## src/rtl/opti_iir_cascade_tdm_if.sv

```systemverilog
// Sample stream bundle for the TDM biquad cascade: input handshake with bypass tag,
// and the held-until-accepted output handshake.
interface opti_iir_cascade_tdm_if #(
  parameter int DATA_W = 16
) ();
  logic              in_valid;
  logic              in_ready;
  logic [DATA_W-1:0] in_data;
  logic              bypass;
  logic              out_valid;
  logic              out_ready;
  logic [DATA_W-1:0] out_data;

  modport master (
    output in_valid, in_data, bypass, out_ready,
    input  in_ready, out_valid, out_data
  );

  modport slave (
    input  in_valid, in_data, bypass, out_ready,
    output in_ready, out_valid, out_data
  );
endinterface

```

## src/rtl/opti_iir_cascade_tdm.sv

```systemverilog
// Cascade of N_STAGES Direct-Form-I biquads sharing one multiply-accumulate engine,
// five taps plus one write-back cycle per stage, with run-time coefficient writes.
module opti_iir_cascade_tdm #(
  parameter int DATA_W   = 16,
  parameter int COEF_W   = 16,
  parameter int FRAC_W   = 14,
  parameter int N_STAGES = 6,
  parameter int ACC_W    = 40
) (
  input  logic                     clk,
  input  logic                     rst_n,
  opti_iir_cascade_tdm_if.slave    io,
  input  logic                     clear_state,
  input  logic                     coef_wr_en,
  input  logic [2:0]               coef_wr_stage,
  input  logic [2:0]               coef_wr_sel,
  input  logic signed [COEF_W-1:0] coef_wr_data,
  output logic                     coef_wr_err,
  output logic                     busy,
  output logic                     sat_flag
);

  localparam int PW = DATA_W + COEF_W;
  localparam logic signed [COEF_W-1:0] COEF_ONE = COEF_W'(1 << FRAC_W);
  localparam logic signed [ACC_W-1:0]  RND      = ACC_W'(1) <<< (FRAC_W - 1);
  localparam logic signed [ACC_W-1:0]  Y_MAX    = {{(ACC_W-DATA_W+1){1'b0}}, {(DATA_W-1){1'b1}}};
  localparam logic signed [ACC_W-1:0]  Y_MIN    = {{(ACC_W-DATA_W+1){1'b1}}, {(DATA_W-1){1'b0}}};

  typedef enum logic [1:0] {S_IDLE, S_MAC, S_WB, S_OUT} state_t;

  state_t                    state_reg;
  logic [2:0]                stage_reg;
  logic [2:0]                tap_reg;
  logic signed [ACC_W-1:0]   acc_reg;
  logic signed [DATA_W-1:0]  x_cur_reg;
  logic [DATA_W-1:0]         out_data_reg;
  logic                      out_valid_reg;
  logic                      sat_flag_reg;
  logic                      coef_wr_err_reg;

  logic                      idle;
  logic                      clear_now;
  logic                      wr_ok;
  logic                      hist_upd;

  logic signed [DATA_W-1:0]  x1_all [N_STAGES];
  logic signed [DATA_W-1:0]  x2_all [N_STAGES];
  logic signed [DATA_W-1:0]  y1_all [N_STAGES];
  logic signed [DATA_W-1:0]  y2_all [N_STAGES];
  logic signed [COEF_W-1:0]  coef_all [N_STAGES][5];

  logic signed [COEF_W-1:0]  coef_cur;
  logic signed [DATA_W-1:0]  oper_cur;
  logic signed [PW-1:0]      prod;
  logic signed [ACC_W-1:0]   prod_ext;
  logic signed [ACC_W-1:0]   acc_base;
  logic signed [ACC_W-1:0]   acc_next;
  logic signed [ACC_W-1:0]   acc_rnd;
  logic signed [ACC_W-1:0]   acc_shift;
  logic signed [DATA_W-1:0]  y_sat;
  logic                      sat_hit;

  assign idle      = (state_reg == S_IDLE);
  assign clear_now = idle && clear_state;
  assign hist_upd  = (state_reg == S_WB);
  assign wr_ok     = coef_wr_en && idle && (int'(coef_wr_stage) < N_STAGES) && (coef_wr_sel < 3'd5);

  // Per-stage history and coefficient registers; the engine reads them through the
  // flattened arrays indexed by the current stage and tap.
  generate
    for (genvar gi = 0; gi < N_STAGES; gi++) begin : g_stage
      logic signed [DATA_W-1:0] x1_q, x2_q, y1_q, y2_q;

      always_ff @(posedge clk or negedge rst_n) begin
        if (!rst_n) begin
          x1_q <= '0;
          x2_q <= '0;
          y1_q <= '0;
          y2_q <= '0;
        end else if (clear_now) begin
          x1_q <= '0;
          x2_q <= '0;
          y1_q <= '0;
          y2_q <= '0;
        end else if (hist_upd && stage_reg == 3'(gi)) begin
          x2_q <= x1_q;
          x1_q <= x_cur_reg;
          y2_q <= y1_q;
          y1_q <= y_sat;
        end
      end

      assign x1_all[gi] = x1_q;
      assign x2_all[gi] = x2_q;
      assign y1_all[gi] = y1_q;
      assign y2_all[gi] = y2_q;

      for (genvar gj = 0; gj < 5; gj++) begin : g_coef
        logic signed [COEF_W-1:0] c_q;

        always_ff @(posedge clk or negedge rst_n) begin
          if (!rst_n) begin
            c_q <= (gj == 0) ? COEF_ONE : '0;
          end else if (wr_ok && coef_wr_stage == 3'(gi) && coef_wr_sel == 3'(gj)) begin
            c_q <= coef_wr_data;
          end
        end

        assign coef_all[gi][gj] = c_q;
      end
    end
  endgenerate

  // Tap order b0*x, b1*x1, b2*x2, then the feedback terms a1*y1, a2*y2 subtracted.
  always_comb begin
    coef_cur = coef_all[stage_reg][tap_reg];
    case (tap_reg)
      3'd0:    oper_cur = x_cur_reg;
      3'd1:    oper_cur = x1_all[stage_reg];
      3'd2:    oper_cur = x2_all[stage_reg];
      3'd3:    oper_cur = y1_all[stage_reg];
      default: oper_cur = y2_all[stage_reg];
    endcase
  end

  assign prod     = PW'(coef_cur) * PW'(oper_cur);
  assign prod_ext = ACC_W'(prod);
  assign acc_base = (tap_reg == 3'd0) ? '0 : acc_reg;
  assign acc_next = (tap_reg >= 3'd3) ? (acc_base - prod_ext) : (acc_base + prod_ext);

  assign acc_rnd   = acc_reg + RND;
  assign acc_shift = acc_rnd >>> FRAC_W;
  assign sat_hit   = (acc_shift > Y_MAX) || (acc_shift < Y_MIN);

  always_comb begin
    if (acc_shift > Y_MAX) begin
      y_sat = Y_MAX[DATA_W-1:0];
    end else if (acc_shift < Y_MIN) begin
      y_sat = Y_MIN[DATA_W-1:0];
    end else begin
      y_sat = acc_shift[DATA_W-1:0];
    end
  end

  always_ff @(posedge clk or negedge rst_n) begin
    if (!rst_n) begin
      state_reg       <= S_IDLE;
      stage_reg       <= '0;
      tap_reg         <= '0;
      acc_reg         <= '0;
      x_cur_reg       <= '0;
      out_data_reg    <= '0;
      out_valid_reg   <= 1'b0;
      sat_flag_reg    <= 1'b0;
      coef_wr_err_reg <= 1'b0;
    end else begin
      coef_wr_err_reg <= coef_wr_en && !idle;
      case (state_reg)
        S_IDLE: begin
          if (clear_state) begin
            sat_flag_reg <= 1'b0;
          end
          if (io.in_valid) begin
            if (io.bypass) begin
              out_data_reg  <= io.in_data;
              out_valid_reg <= 1'b1;
              state_reg     <= S_OUT;
            end else begin
              x_cur_reg <= io.in_data;
              stage_reg <= '0;
              tap_reg   <= '0;
              state_reg <= S_MAC;
            end
          end
        end
        S_MAC: begin
          acc_reg <= acc_next;
          if (tap_reg == 3'd4) begin
            state_reg <= S_WB;
          end else begin
            tap_reg <= tap_reg + 3'd1;
          end
        end
        S_WB: begin
          // The stage result becomes the next stage's input sample.
          x_cur_reg <= y_sat;
          if (sat_hit) begin
            sat_flag_reg <= 1'b1;
          end
          if (stage_reg == 3'(N_STAGES - 1)) begin
            out_data_reg  <= y_sat;
            out_valid_reg <= 1'b1;
            state_reg     <= S_OUT;
          end else begin
            stage_reg <= stage_reg + 3'd1;
            tap_reg   <= '0;
            state_reg <= S_MAC;
          end
        end
        default: begin
          if (io.out_ready) begin
            out_valid_reg <= 1'b0;
            state_reg     <= S_IDLE;
          end
        end
      endcase
    end
  end

  assign io.in_ready  = idle;
  assign io.out_valid = out_valid_reg;
  assign io.out_data  = out_data_reg;
  assign busy         = !idle;
  assign sat_flag     = sat_flag_reg;
  assign coef_wr_err  = coef_wr_err_reg;

endmodule
```

## src/flat_wrapper.sv

```systemverilog
// flat-port wrapper written by rule: the top's interface ports become plain ports
module opti_iir_cascade_tdm_flat 
#(
  parameter int DATA_W   = 16,
  parameter int COEF_W   = 16,
  parameter int FRAC_W   = 14,
  parameter int N_STAGES = 6,
  parameter int ACC_W    = 40
)
  (clk, rst_n, clear_state, coef_wr_en, coef_wr_stage, coef_wr_sel, coef_wr_data, coef_wr_err, busy, sat_flag, io_in_valid, io_in_data, io_bypass, io_out_ready, io_in_ready, io_out_valid, io_out_data);
  opti_iir_cascade_tdm_if #(.DATA_W(DATA_W)) io_i ();
  input  logic clk;
  input  logic rst_n;
  input  logic clear_state;
  input  logic coef_wr_en;
  input  logic [2:0] coef_wr_stage;
  input  logic [2:0] coef_wr_sel;
  input  logic signed [COEF_W-1:0] coef_wr_data;
  output logic coef_wr_err;
  output logic busy;
  output logic sat_flag;
  input wire logic [$bits(io_i.in_valid)-1:0] io_in_valid;
  input wire logic [$bits(io_i.in_data)-1:0] io_in_data;
  input wire logic [$bits(io_i.bypass)-1:0] io_bypass;
  input wire logic [$bits(io_i.out_ready)-1:0] io_out_ready;
  output wire logic [$bits(io_i.in_ready)-1:0] io_in_ready;
  output wire logic [$bits(io_i.out_valid)-1:0] io_out_valid;
  output wire logic [$bits(io_i.out_data)-1:0] io_out_data;
  assign io_i.in_valid = io_in_valid;
  assign io_i.in_data = io_in_data;
  assign io_i.bypass = io_bypass;
  assign io_i.out_ready = io_out_ready;
  assign io_in_ready = io_i.in_ready;
  assign io_out_valid = io_i.out_valid;
  assign io_out_data = io_i.out_data;
  opti_iir_cascade_tdm #(.DATA_W(DATA_W), .COEF_W(COEF_W), .FRAC_W(FRAC_W), .N_STAGES(N_STAGES), .ACC_W(ACC_W)) u_core (.clk(clk), .rst_n(rst_n), .io(io_i), .clear_state(clear_state), .coef_wr_en(coef_wr_en), .coef_wr_stage(coef_wr_stage), .coef_wr_sel(coef_wr_sel), .coef_wr_data(coef_wr_data), .coef_wr_err(coef_wr_err), .busy(busy), .sat_flag(sat_flag));
endmodule
```

## config.mk

```make
export PLATFORM = sky130hd
export DESIGN_NAME = opti_iir_cascade_tdm_flat
export DESIGN_NICKNAME = d
export VERILOG_FILES = /design/src/rtl/opti_iir_cascade_tdm_if.sv /design/src/rtl/opti_iir_cascade_tdm.sv /design/src/flat_wrapper.sv
export SDC_FILE = /design/constraint.sdc
export NUM_CORES = 2
export LEC_CHECK = 0
export CORE_MARGIN = 2
export CORE_UTILIZATION = 64
export CTS_CLUSTER_DIAMETER = 120
export DETAILED_ROUTE_END_ITERATION = 12
export PLACE_DENSITY = 0.87
export REMOVE_ABC_BUFFERS = 1
export SKIP_CTS_REPAIR_TIMING = 1
export SLEW_MARGIN = 10
export SYNTH_ARGS = -nofsm -noshare
export SYNTH_HDL_FRONTEND = slang
export SYNTH_SLANG_ARGS = --single-unit
```

## constraint.sdc

```tcl
create_clock -name clk -period 15.3 [get_ports clk]
set_clock_uncertainty 0.1 [all_clocks]
set_input_delay 1.53 -clock clk [delete_from_list [all_inputs] [get_ports clk]]
set_output_delay 1.53 -clock clk [all_outputs]
set_load 0.02 [all_outputs]
```

# == After elaboration in Yosys (flattened, before gate mapping) ==
# Cells that the tools add are included.
# totals
wordCells,278
regBits,947
input_bits,45
out_inout_bits,21
# classes
n_eq_ne,29
addsub,5
n_mul,1
muxes,99
n_lt_le_gt_ge,7
bitwise_logic,3
n_reduce_logical,71
# ops
cell,n
$mux W16,65
$bmux W16 S3,5
$bmux W80 S3,1
$mux W80,2
$mux W40,2
$pmux W16 S2,2
$pmux W16 S4,1
$logic_and A1 B1 Y1,47
$add A40 B15 Y40 const B,1
$add A40 B32 Y40,1
$sub A40 B32 Y40,1
$mul A16 B16 Y32,1
$gt A26 B16 Y1 const B,1
$lt A26 B16 Y1 const B,1
$eq A3 B2 Y1 const B,8
$eq A3 B3 Y1 const B,6
$ne A2 B2 Y1 const B,8
$mux W3,5
$reduce_bool A2 Y1,7
$eq A3 B1 Y1 const B,4
$logic_not A3 Y1,4
$mux W2,5
$reduce_and A5 Y1,2
$pmux W3 S3,1
21 further kinds,34

# == Longest topological paths before layout ==
# logic_depth
ltp_word,10
ltp_mapped,53
depth_no_buf,46

# == Least setup slack after synthesis ==
# OpenSTA, ideal clock, no wires.
# synth_timing
path_kind,flip-flop to flip-flop
from,register u_core.tap_reg[1]
to,register u_core.acc_reg[39]
setup_slack_ns,3.817
stages_incl_launch_ff,51
arrival_time_ns,11.258
path_buffers,7
required_ns,15.075
cell_sequence,dfrtp_1 inv_2 buf_1 clkbuf_1 ha_1 nor2b_1 clkbuf_1 clkbuf_1 clkbuf_1 o21ai_0 nand2_1 a222oi_1 a22oi_1 clkbuf_1 nand2_1 fa_1 inv_1 fa_1 (+15 left out) nand4_2 nor2_1 nand3_1 nor3_1 nor2_1 xnor2_1 ha_1 a21o_1 a21oi_1 o21ai_0 a2111o_1 nor3_1 o31a_1 o21ai_0 a21oi_1 o21ai_0 a211oi_1 nor3_1
# synth_via
elab_chain_len,7
word_cells_on_any_way,15
# synth_rtl
element,line_no,source
start: declaration,opti_iir_cascade_tdm.sv:33,logic [2:0] tap_reg;
start signal: assignment,opti_iir_cascade_tdm.sv:181,tap_reg <= tap_reg + 3'd1;
$not A3 Y4 (implied by the code),opti_iir_cascade_tdm.sv:116,coef_cur = coef_all[stage_reg][tap_reg];
$bmux W16 S3,opti_iir_cascade_tdm.sv:116,
$mux W16 (implied by the code) (2 in a row),opti_iir_cascade_tdm.sv:116,
$mul A16 B16 Y32,opti_iir_cascade_tdm.sv:126,assign prod = PW'(coef_cur) * PW'(oper_cur);
$add A40 B32 Y40 or $sub A40 B32 Y40 (tied branches),opti_iir_cascade_tdm.sv:129,assign acc_next = (tap_reg >= 3'd3) ? (acc_base - prod_ext) : (acc_base + prod_ext);
$mux W40 (*),opti_iir_cascade_tdm.sv:129,
end signal: assignment,opti_iir_cascade_tdm.sv:177,acc_reg <= acc_next;
end: declaration,opti_iir_cascade_tdm.sv:34,logic signed [ACC_W-1:0] acc_reg;
# Mark *: on every way between the ends. The rest lies on a longest branch, timed or not. The select of a mux whose other input is x is not followed.
# A chain may end at the register's enable or synchronous reset.

# == Worst setup path in the final report ==
# Same ends and word-level chain as after synthesis.

==> impl_metrics.tcl <==
set metrics [dict create \
    die_area_mm2 0.0913 \
    cts_max_path_buffers 3 \
    grt_pass1_wl_mm 252 \
    slew_viol_final 0 \
    vias 42949 \
    synthMuxAreaShare 0.179 \
    p_per_area_mw_per_mm2 230 \
    yosysWarnings 0 \
    antenna_left 0 \
    async_reset_ff_frac 1.00 \
    timing.fmax_mhz 76.8 \
    synth_compound_area_frac 0.112 \
    cp_slowest_cell "nor2b_4" \
    syn_inst 5254 \
    setup_viol 0 \
    worstPathRequired_ns 15.77 \
    cp_max_fo 36 \
    die_height_um 302 \
    row_count 109 \
    tritoncts "built" \
    clkSinkCount 947 \
    avgViaCountPerCell 6.75 \
    leakage_uw 0.0285 \
    status "completed" \
    period_needed_ns 13.02 \
    grt_antenna_before_repair 3 \
    timing.final.crit_share 0.851 \
    drcViolationCount 0 \
    placed_area_mm2 0.0583 \
    yosys.area_share.simple 0.104 \
    layout.nets 5564 \
    slowest_delay_ns 0.80 \
    worstPathArrival_ns 13.49 \
    die_w_um 302 \
    area_growth_pct 8.15 \
    grt_use_total 0.354 \
    fp.coreArea_mm2 0.0882 \
    globalplace.congestion 0.917 \
    synth_edf_count 0 \
    first_pass_iters 9 \
    largest_reg_flops 480 \
    fin_area_mm2 0.0616 \
    grt-ovfl-total 0 \
    synth_top_family_by_area "multiplexers" \
    port-buffer-count 65 \
    hold_path.class "reg2reg" \
    start_kind "flip-flop" \
    avgSynthCellArea_um2 10.8 \
    drt_iter0_markers 5172 \
    slew_headroom 0.0997 \
    numCtsBuffers 96 \
    ys.flop_type "dfrtp_1" \
    io-pin-count 66 \
    postLayoutCoreUtil 0.698 \
    peakVddDrop_mv 0.400 \
    dpl.hpwl_mm 98.7 \
    drive_above_1_share 0.194 \
    synth_seq_area_share 0.417 \
    tightestPinTransition_ns 1.35 \
    finalHoldViolCount 0 \
    end_kind "flip-flop" \
    regArea_mm2 0.0237 \
    multiInputGateArea_mm2 0.0305 \
    fillers 5668 \
    path_clk_slew_ns 0.06 \
    wl_mm 158 \
    ctsHtreeMaxLevel 3 \
    synthXorXnorAreaFrac 0.0166 \
    cap_violations 0 \
    clk_latency_ns 0.69 \
    synth.distinct_cells 102 \
    largest_register "u_core.g_stage.g_coef.c_q" \
    first_global_vias 45504 \
    synth_fa_ha_area_frac 0.122 \
    grt_setup_unrepaired "false" \
    crit_top_cell "fa_1" \
    synth_seq_cells 947 \
    grt_max_degree 185 \
    crit_type "reg2reg" \
    initial_core_util 0.645 \
    total_power_uw 14100 \
    syn-cell-area_mm2 0.0569 \
    clockRootBuffer "clkbuf_16" \
    routedWlPerCell_um 24.7 \
]
-- cell usage after synthesis, types with 10 or more instances --
library cell	count	share of area
or2_2	13	0.0014
mux2i_1	53	0.0093
buf_4	26	0.0034
buf_1	16	0.0011
nand2b_1	68	0.0075
a21o_1	25	0.0033
nor2_1	355	0.023
xnor2_1	65	0.010
o21a_1	11	0.0015
a211oi_1	98	0.013
a222oi_1	22	0.0039
a22o_1	95	0.015
fa_1	264	0.093
a22oi_1	10	0.0013
and3_1	30	0.0033
inv_1	330	0.022
clkbuf_1	310	0.020
a221oi_1	25	0.0038
o21ai_1	12	0.0011
nand3_1	37	0.0033
nor2b_1	38	0.0042
mux2_2	509	0.10
o22a_1	13	0.0020
dfrtp_1	941	0.41
o22ai_1	10	0.0011
ha_1	132	0.029
nand2_1	684	0.045
nand4_1	12	0.0013
o21ai_0	207	0.018
nor3_1	29	0.0026
mux4_2	175	0.069
a31oi_1	13	0.0014
a21oi_1	369	0.032
xor2_1	41	0.0063
buf_2	28	0.0025
and2_1	50	0.0055
-- cells by family (layout without fill, tap and decap cells) --
group | count (synthesis) | in the layout
compound gates | 991 | 991
xor+xnor | 107 | 107
fa+ha+maj | 396 | 396
buf+inv | 716 | 663
flops | 947 | 947
mux | 737 | 737
other cells | 0 | 1
simple gates | 1360 | 1360
-- routing by layer --
| layer | up-vias | wire [um] | GRT usage |
|---|---|---|---|
| met3 | 745 | 17000 | 0.0902 |
| met2 | 2762 | 74800 | 0.567 |
| met4 | 4 | 9450 | 0.202 |
| li1 | 17901 | - | - |
| met5 | - | 24 | 0 |
| met1 | 21537 | 56300 | 0.440 |
-- placed cells by master (no fill, tap or decap), drive strengths merged, types with 25 or more instances in the layout --
cell,count
mux2i,53
o21ai,220
xnor2,65
dfrtp,941
nand2b,68
nor2,356
a21oi,370
nor3,29
xor2,42
a21o,27
and3,30
inv,338
a22o,95
nand2,684
buf,93
nand3,37
fa,264
nor2b,38
a211oi,100
clkbuf,138
ha,132
mux2,509
and2,51
clkdlybuf4s50,62
a221oi,25
mux4,175
-- path summary, 6_finish.rpt --
| path | from | to | slack (ns) | cells after the start |
|---|---|---|---|---|
| max in group asynchronous | rst_n | u_core.g_stage[1].g_coef[0].c_q[8] | 11.63 | 3 |
| min in group asynchronous | rst_n | u_core.g_stage[3].x2_q[6] | 0.81 | 1 |
| hold reg to reg | u_core.acc_reg[9] | u_core.acc_reg[9] | 0.37 | 2 |
| setup / recovery | u_core.tap_reg[1] | u_core.acc_reg[39] | 2.28 | 46 |
| hold / removal | u_core.acc_reg[9] | u_core.acc_reg[9] | 0.37 | 2 |
| setup reg to reg | u_core.tap_reg[1] | u_core.acc_reg[39] | 2.28 | 46 |
-- stage by stage --
stage                     hold slack (ns)  setup WS, ns  TNS, ns  instances
final                               0.371          2.28        0       6367
after global routing                0.399          1.44        0       6366
after CTS                           0.357          2.50        0       6366
after detailed placement            0.359          2.56        0       6190
after global placement              0.353          2.78        0       6190
after floorplan                     0.337         -5.97  -162.18       4870
-- area by class of cell --
cell class,instances,area share
Multi-Input combinational cell,3591,0.495
Sequential cell,947,0.385
Clock buffer,138,0.0444
Tap cell,1165,0.0237
Timing Repair Buffer,155,0.0227
Inverter,332,0.0202
Clock inverter,38,0.00890
Antenna cell,1,0.0000407
-- power breakdown --
| part | switching [uW] | internal, uW |
|---|---|---|
| Combinational | 4910 | 3160 |
| Sequential | 518 | 3060 |
| Clock | 1040 | 1430 |
| Total | 6460 | 7660 |
-- critical path, delay by kind of cell (launching register included) --
kind,cells,cell delay (ns)
AOI/OAI and AO/OA,16,3.18
adders and majority gates,9,4.06
buffers and inverters,6,1.19
and+or+nand+nor,14,3.82
DFF,1,0.38
xor gates and xnor gates,1,0.14
Note: power is estimated with default switching activity, not from simulation.
